[config.mk]
export PLATFORM = sky130hd
export DESIGN_NAME = mem_stage
export DESIGN_NICKNAME = d
export VERILOG_FILES = /design/src/rtl/mem_stage_pkg.sv /design/src/rtl/mem_wait_timer.sv /design/src/rtl/mem_stage.sv
export SDC_FILE = /design/constraint.sdc
export NUM_CORES = 1
export LEC_CHECK = 0
export ABC_CLOCK_PERIOD_IN_PS = 2000
export CORE_UTILIZATION = 42
export CTS_BUF_LIST = sky130_fd_sc_hd__clkbuf_8 sky130_fd_sc_hd__clkbuf_16
export DETAILED_ROUTE_END_ITERATION = 12
export GPL_TIMING_DRIVEN = 0
export MAX_ROUTING_LAYER = met4
export PLACE_DENSITY = 0.72
export SLEW_MARGIN = 20
export SYNTH_ARGS = -nofsm -noshare
export SYNTH_HDL_FRONTEND = slang
export SYNTH_SLANG_ARGS = --single-unit
[constraint.sdc]
create_clock -name clk -period 2 [get_ports clk]
set_clock_uncertainty 0.2 [all_clocks]
set_input_delay 0.5 -clock clk [delete_from_list [all_inputs] [get_ports clk]]
set_output_delay 0.5 -clock clk [all_outputs]
set_load 0.05 [all_outputs]
[src/rtl/mem_stage_pkg.sv]
// Shared types and parameter defaults for the data-memory pipeline stage.
package mem_stage_pkg;

    localparam int ARQ_DEFAULT              = 16;
    localparam int MEMORY_ADDR_SIZE_DEFAULT = 13;
    localparam int ACK_TIMEOUT_DEFAULT      = 255;

    typedef enum logic [1:0] {
        IDLE   = 2'd0,
        ACCESS = 2'd1,
        RESP   = 2'd2
    } state_t;

    // Control half of the EXE/MEM bundle; operand fields are sized by each instance's ARQ.
    typedef struct packed {
        logic wb_enable;
        logic rd_mem;
        logic wr_mem;
        logic pc;
    } exe_mem_ctrl_t;

    function automatic logic is_mem_op(input exe_mem_ctrl_t c);
        return c.rd_mem | c.wr_mem;
    endfunction

    // A simultaneous read+write is treated as a write.
    function automatic logic is_read(input exe_mem_ctrl_t c);
        return c.rd_mem & ~c.wr_mem;
    endfunction

endpackage

[src/rtl/mem_wait_timer.sv]
// Counts ACCESS cycles without an acknowledge and flags when the limit is reached.
module mem_wait_timer #(
    parameter int ACK_TIMEOUT = 255
) (
    input  logic clk,
    input  logic rst,
    input  logic clear,
    input  logic advance,
    output logic timeout
);

    localparam int CW = (ACK_TIMEOUT < 2) ? 1 : $clog2(ACK_TIMEOUT + 1);

    logic [CW-1:0] count;

    always_ff @(posedge clk or negedge rst) begin
        if (!rst) begin
            count <= '0;
        end else if (clear) begin
            count <= '0;
        end else if (advance && !timeout) begin
            count <= count + CW'(1);
        end
    end

    assign timeout = (count == CW'(ACK_TIMEOUT));

endmodule

[src/rtl/mem_stage.sv]
// Pipeline memory stage: ALU pass-through or a single blocking data-memory access with timeout.
//
// state  | meaning
// IDLE   | accepting EXE operands; ALU results retire one cycle later
// ACCESS | request held on the memory port until ack or timeout
// RESP   | one-cycle retirement of the memory result, then back to IDLE
module mem_stage
    import mem_stage_pkg::*;
#(
    parameter int ARQ              = ARQ_DEFAULT,
    parameter int MEMORY_ADDR_SIZE = MEMORY_ADDR_SIZE_DEFAULT,
    parameter int ACK_TIMEOUT      = ACK_TIMEOUT_DEFAULT
) (
    input  logic                        clk,
    input  logic                        rst,
    input  logic                        exe_valid,
    input  logic [ARQ-1:0]              alu_result_mem_in,
    input  logic [ARQ-1:0]              src3_mem_in,
    input  logic [ARQ-1:0]              src1_mem_in,
    input  logic                        wb_enable_mem_in,
    input  logic                        rd_mem_mem_in,
    input  logic                        wr_mem_mem_in,
    input  logic                        pc_mem_in,
    output logic                        mem_busy,
    output logic                        mem_req,
    output logic                        mem_we,
    output logic [MEMORY_ADDR_SIZE-1:0] mem_addr,
    output logic [ARQ-1:0]              mem_wdata,
    input  logic [ARQ-1:0]              mem_rdata,
    input  logic                        mem_ack,
    output logic                        wb_valid,
    output logic                        wb_enable_out,
    output logic                        wb_pc_out,
    output logic [ARQ-1:0]              wb_result_out,
    output logic [ARQ-1:0]              wb_tag_out,
    output logic                        mem_error
);

    state_t        state, state_nxt;
    exe_mem_ctrl_t ctrl_in, ctrl_q;
    logic [ARQ-1:0] alu_q, wdata_q, tag_q;
    logic          start, pass, ack_seen, timed_out, timeout;

    assign ctrl_in = '{wb_enable: wb_enable_mem_in, rd_mem: rd_mem_mem_in,
                       wr_mem: wr_mem_mem_in, pc: pc_mem_in};

    assign start     = (state == IDLE) && exe_valid && is_mem_op(ctrl_in);
    assign pass      = (state == IDLE) && exe_valid && !is_mem_op(ctrl_in);
    assign ack_seen  = (state == ACCESS) && mem_ack;
    assign timed_out = (state == ACCESS) && !mem_ack && timeout;

    mem_wait_timer #(.ACK_TIMEOUT(ACK_TIMEOUT)) u_timer (
        .clk     (clk),
        .rst     (rst),
        .clear   (start),
        .advance ((state == ACCESS) && !mem_ack),
        .timeout (timeout)
    );

    always_ff @(posedge clk or negedge rst) begin
        if (!rst) state <= IDLE;
        else      state <= state_nxt;
    end

    always_comb begin
        state_nxt = state;
        mem_busy  = 1'b0;
        mem_req   = 1'b0;
        mem_we    = 1'b0;
        case (state)
            IDLE: begin
                mem_busy = start;
                if (start) state_nxt = ACCESS;
            end
            ACCESS: begin
                mem_busy = 1'b1;
                mem_req  = 1'b1;
                mem_we   = ctrl_q.wr_mem;
                if (ack_seen || timed_out) state_nxt = RESP;
            end
            RESP: begin
                mem_busy  = 1'b1;
                state_nxt = IDLE;
            end
            default: state_nxt = IDLE;
        endcase
    end

    assign mem_addr  = alu_q[MEMORY_ADDR_SIZE-1:0];
    assign mem_wdata = wdata_q;

    always_ff @(posedge clk or negedge rst) begin
        if (!rst) begin
            ctrl_q        <= '0;
            alu_q         <= '0;
            wdata_q       <= '0;
            tag_q         <= '0;
            wb_valid      <= 1'b0;
            wb_enable_out <= 1'b0;
            wb_pc_out     <= 1'b0;
            wb_result_out <= '0;
            wb_tag_out    <= '0;
            mem_error     <= 1'b0;
        end else begin
            wb_valid <= 1'b0;
            if (pass) begin
                wb_valid      <= 1'b1;
                wb_result_out <= alu_result_mem_in;
                wb_tag_out    <= src1_mem_in;
                wb_enable_out <= wb_enable_mem_in;
                wb_pc_out     <= pc_mem_in;
            end
            if (start) begin
                ctrl_q  <= ctrl_in;
                alu_q   <= alu_result_mem_in;
                wdata_q <= src3_mem_in;
                tag_q   <= src1_mem_in;
            end
            if (ack_seen) begin
                wb_valid      <= 1'b1;
                wb_result_out <= is_read(ctrl_q) ? mem_rdata : alu_q;
                wb_enable_out <= ctrl_q.wb_enable & ~ctrl_q.wr_mem;
                wb_tag_out    <= tag_q;
                wb_pc_out     <= ctrl_q.pc;
            end else if (timed_out) begin
                wb_valid      <= 1'b1;
                wb_result_out <= '0;
                wb_enable_out <= 1'b0;
                wb_tag_out    <= tag_q;
                wb_pc_out     <= ctrl_q.pc;
                mem_error     <= 1'b1;
            end
        end
    end

endmodule
---- Word level (Yosys, flattened, before mapping) ----
Index checks and enable logic that the tools add are counted.
word-level totals
  register bits after elaboration ......... 98
  input port bits ......................... 72
  output and inout port bits .............. 68
  logic and storage cells ................. 67
cells by class
  add/subtract/negate cells ............... 1
  equality and inequality tests ........... 5
  mux-type cells .......................... 24
  bitwise operators ....................... 5
  reduce and logical (&&, ||, !) cells .... 17
operator list
  cell                 number
  $mux 16              7
  $mux 8               2
  $mux 1               11
  $add 8x1->8 const B  1
  $eq 8x8->1 const B   1
  $logic_and 1x1->1    7
  $mux 2               2
  $pmux 2 s2           1
  $reduce_and 2->1     2
  $logic_not 1->1      3
  $reduce_bool 3->1    1
  $and 1x1->1          2
  $eq 2x1->1 const B   1
  $eq 2x2->1 const B   1
  $logic_not 2->1      1
  $ne 2x1->1 const B   1
  $ne 2x2->1 const B   1
  $not 1->1            2
  $pmux 1 s2           1
  $reduce_bool 2->1    1
  $reduce_or 2->1      1
  $logic_or 1x1->1     1
  $or 1x1->1           1

---- Logic depth before layout (Yosys ltp) ----
  depth in word-level cells ............... 6
  mapped depth ............................ 8
  gate-level depth less buffers ........... 6

---- By module ----
Synthesis repeated with hierarchy kept, for this count alone.
unflattened totals
  cell total of the unflattened synthesis .. 493
  area total of the unflattened synthesis .. 4,531.8 um2
modules (own cells, without submodules)
  module          times used  cells each  area each (um2)  sequential area each (um2)
  mem_stage       1           446         4,062.6          2,252.2
  mem_wait_timer  1           47          469.2            200.2

---- Worst setup path after synthesis ----
OpenSTA, ideal clock, no wires.
  path kind ............................... flip-flop to output port
  start point ............................. reg state[1]
  end point ............................... out mem_busy
  arrival time ............................ 1.904 ns
  setup slack ............................. -0.604 ns
  stages on the path, launching flop included .. 8
  buffers on the path ..................... 2
  cell sequence ........................... dfrtp_1 > inv_1 > ha_1 > o211a_1 > clkbuf_1 > buf_2 > nor2_1 > nor2_1
between the ends
  cells in the longest elaborated chain, start to end .. 4
  elaborated cells on any way between the ends .. 7
ends and longest elaborated chain
  element                         RTL line                          source
  start: declaration              mem_stage.sv:39                   state_t state, state_nxt;
  start signal: assignment        mem_stage.sv:62                   else state <= state_nxt;
  $logic_not 2->1                 mem_stage.sv:47, mem_stage.sv:70
  $logic_and 1x1->1 (2 in a row)  mem_stage.sv:47                   assign start = (state == IDLE) && exe_valid && is_mem_op(ctrl_in);
  $pmux 1 s2 *                    mem_stage.sv:70                   case (state)
  end: declaration                mem_stage.sv:24                   output logic mem_busy,
Mark *: on every way between the ends. The rest lies on a longest branch, timed or not.

---- Final worst setup path ----
  start point ............................. reg state[0]
  end point ............................... out mem_we
between the ends
  cells in the longest elaborated chain, start to end .. 2
ends and longest elaborated chain
  element           RTL line         source
  $eq 2x1->1        mem_stage.sv:70
  $mux 1            mem_stage.sv:70
  end: declaration  mem_stage.sv:26  output logic mem_we,
Every way passes these cells.

==> summary.md <==
| Metric | Value |
|---|---|
| Status | `finished, violations left` |
| Failing checks | `negative setup slack` |
| Static Leak | `3.36 nW` |
| Clk pwr share | `11.7%` |
| Detailed-route vias per instance | `5.06` |
| I/O Buffers | `139` |
| Pwr/cell area | `1630 nW/um2` |
| CTS Buf Count | `9` |
| Vias in the first global route | `3903` |
| Register share of total power | `30.7%` |
| Worst-Margin Slew | `0.546 ns` |
| Max-slew headroom | `63.8%` |
| GPL Wtd Cong | `0.768` |
| Reg-to-reg slack, setup | `-0.14 ns` |
| Worst Path Max Fanout | `3` |
| Placed insts | `745` |
| Hold_sp | `mem_error$_DFFE_PN0P_` |
| RSZ-0062 raised after global routing | `true` |
| Max Freq | `0.438 GHz` |
| CTS tree | `yes` |
| Hold Path Stages | `1` |
| Starting Density | `43.2%` |
| H-Tree Level Count | `3` |
| Comb pwr share | `57.6%` |
| GR peak layer | `met2` |
| Syn Std Cell Area | `4440 um2` |
| Synth Area in Compound Gates | `9.73%` |
| P_sw | `0.00529 W` |
| Simple-gate area share of the yosys netlist | `19.7%` |
| Hold crit path type | `register to register` |
| Power, Total | `0.0110 W` |
| Asr flop ratio synth | `100%` |
| Post-synthesis xor/xnor area fraction | `0.790%` |
| Critical path class | `register to primary output` |
| Endpoint type of the worst setup path | `primary output` |
| Total gr overflow | `0` |
| Root Driver | `clkbuf_8` |
| CP Buf/Inv Count | `3` |
| #FFs+latches synth | `98` |
| Hold Worst Slack | `0.269 ns` |
| Crit path launch | `state[0]$_DFFE_PN0P_` |
| TNS Setup | `-4.68 ns` |
| Hold EP | `mem_error$_DFFE_PN0P_` |
| Top delay family on crit path | `buffers and inverters` |
| Remaining DRCs | `0` |
| Met2 Track Usage GR | `34.9%` |
| Fin crit share | `114%` |
| Die Height | `105 um` |
| Sequential element share of the synthesized area | `55.3%` |
| Adder-Cell Fraction of Synth Area | `1.41%` |
| ANT nets after route | `0` |
| Mapped Nets | `546` |
| Final Setup Violations | `46` |
| Core Area | `10300 um2` |
| Yosys cell types | `33` |
| Fraction of layout cells with a size suffix above 1 | `18.3%` |
| Die X | `105 um` |
| ANT cells | `0` |
| Proportion of synthesized area in mux cells | `7.70%` |
| WL/cell | `15.6 um` |
| Synth Warn # | `0` |
| CTS Sinks | `98` |
| WP data required | `1.30 ns` |
| Final HPWL DP | `8.02 mm` |
| Commonest non-fill, non-tap cell in the layout | `nand2_1` |
| Post-synth EDFFs | `0` |
| Largest net degree at the start of global routing | `52` |
| Synthesized area per cell | `9.46 um2` |
| R2r worst-path depth | `8` |
| Crit start category | `register` |
| Peak supply drop | `0.000798 V` |
| Fin. Hold Viols | `0` |
| CP peak stage delay | `0.42 ns` |
| Pint | `0.00570 W` |
| RR Endpoint | `u_timer.count[7]$_DFFE_PN0P_` |
| Final Max Slew Viols | `0` |
| Reg clk slew, reported paths | `0.10 ns` |
| Die Area | `11000 um2` |
| Synth Flop Type | `dfrtp_1` |
| Worst Setup Slack, final | `-0.282 ns` |
| Nets | `726` |
| Switching share of total power | `48.1%` |
| Max_cap viols | `0` |
| Commonest cells after routing, fill and taps aside | `nand2_1 (173), dfrtp_1 (98), clkdlybuf4s50_1 (67)` |
| First-pass GRT wire length | `19.2 mm` |
| Slowest CP cell | `dfrtp_1` |
| Initial DRC count | `193` |
| Largest family of logic cells by synthesized area | `simple AND/OR/NAND/NOR gates` |
| Area growth syn-to-layout | `51.6%` |
| Worst Path Arrival | `1.58 ns` |
| Total wire length | `12.3 mm` |
| Post-synthesis cell count | `469` |
| Met1 usage | `30.7%` |
| Fin crit period | `2.28 ns` |
| Initial DRT Pass Iterations | `7` |
| Met3 Use GR | `4.37%` |
| Vias | `3994` |
| Worst-Skew Late Latency | `0.37 ns` |
| Core Rows | `37` |
| Cell Count, Final, Fillers Out | `790` |
| FF-to-FF Start | `state[0]$_DFFE_PN0P_` |
| Maximum buffer depth of the clock tree | `2` |
| Antenna violations before repair | `0` |
| Most common cell on crit path | `buf_4` |
| Crit-path cells | `buf_4 -> buf_4 -> ha_4 -> and2_2 -> buf_8` |
| GRT Total Usage | `22.7%` |
| Ports | `140` |
-- cell families (layout without fill, tap and decap cells) --
logic type | after synthesis | after routing
AND/OR/NAND/NOR | 217 | 217
flip-flops | 98 | 98
AO/OA/AOI/OAI | 68 | 68
buffers and inverters | 43 | 228
multiplexers | 34 | 34
adder cells (fa/ha/maj) | 5 | 5
XOR/XNOR | 4 | 4
-- repair_timing --
action | in CTS | in global routing
buffers inserted | 8 | 17
setup endpoints to repair | 149 | 131
cloned | 0 | 4
gates resized for setup | 135 | 91
hold buffers | 1 | 0
hold endpoints to repair | 47 | 0
pin swaps | 4 | 5
-- per-layer routing --
layer | wire length (um) | part of all wire, %
met5 | 0 | 0
met4 | 142 | 1.2
met3 | 676 | 5.5
met2 | 5810 | 47
met1 | 5700 | 46
-- state kept, by name, indices dropped and copies added (netlist names) --
name	count
wb_pc_out	1
u_timer.count	8
wb_valid	1
mem_wdata	16
mem_error	1
wb_result_out	16
tag_q	16
ctrl_q	4
alu_q	16
wb_enable_out	1
wb_tag_out	16
state	2
-- worst max path at each step --
stage / endpoint / slack (ns) / cells past startpoint
after floorplan: u_timer.count[7]$_DFFE_PN0P_ / -0.06 / 6
after global placement: alu_q[3]$_DFFE_PN0N_ / -3.46 / 1
after detailed placement: mem_busy / -1.22 / 7
after CTS: mem_busy / -0.37 / 8
after global routing: mem_busy / -0.34 / 5
final: mem_we / -0.28 / 5
-- cell usage after synthesis, types with 5 or more instances --
| cell type | number | area share, % |
|---|---|---|
| nand2_1 | 174 | 15 |
| dfrtp_1 | 98 | 55 |
| buf_4 | 16 | 2.7 |
| nor2_1 | 26 | 2.2 |
| o21a_1 | 18 | 3.0 |
| ha_1 | 5 | 1.4 |
| buf_2 | 10 | 1.1 |
| o21ai_0 | 22 | 2.5 |
| clkbuf_1 | 12 | 1.0 |
| mux2i_1 | 33 | 7.4 |
| o22ai_1 | 16 | 2.3 |
-- power groups by stage --
stage / logic, W / registers [W] / clock network [W]
6_report: 0.00633 / 0.00337 / 0.00129
4_1_cts: 0.00584 / 0.00335 / 0.00130
3_3_place_gp: 0.00595 / 0.00336 / 0
5_1_grt: 0.00671 / 0.00347 / 0.00139
3_5_place_dp: 0.00605 / 0.00341 / 0
2_1_floorplan: 0.00240 / 0.00502 / 0
-- layout make-up --
type	count	area, um2
Tap cell	136	170
Multi-Input combinational cell	328	1850
Timing Repair Buffer	170	1730
Buffer	38	312
Clock inverter	5	45.0
Inverter	4	15.0
Fill cell	861	3550
Clock buffer	11	151
Sequential cell	98	2450
-- through the flow --
stage | worst slack [ns] | area (um2) | utilization (%)
final | -0.282 | 6730 | 65.4
after CTS | -0.365 | 6340 | 61.7
after floorplan | -0.0558 | 4470 | -
after global placement | -3.46 | 6030 | 58.7
after global routing | -0.338 | 6730 | 65.4
after detailed placement | -1.22 | 6060 | 59.0
(Power assumes the default switching activity.)
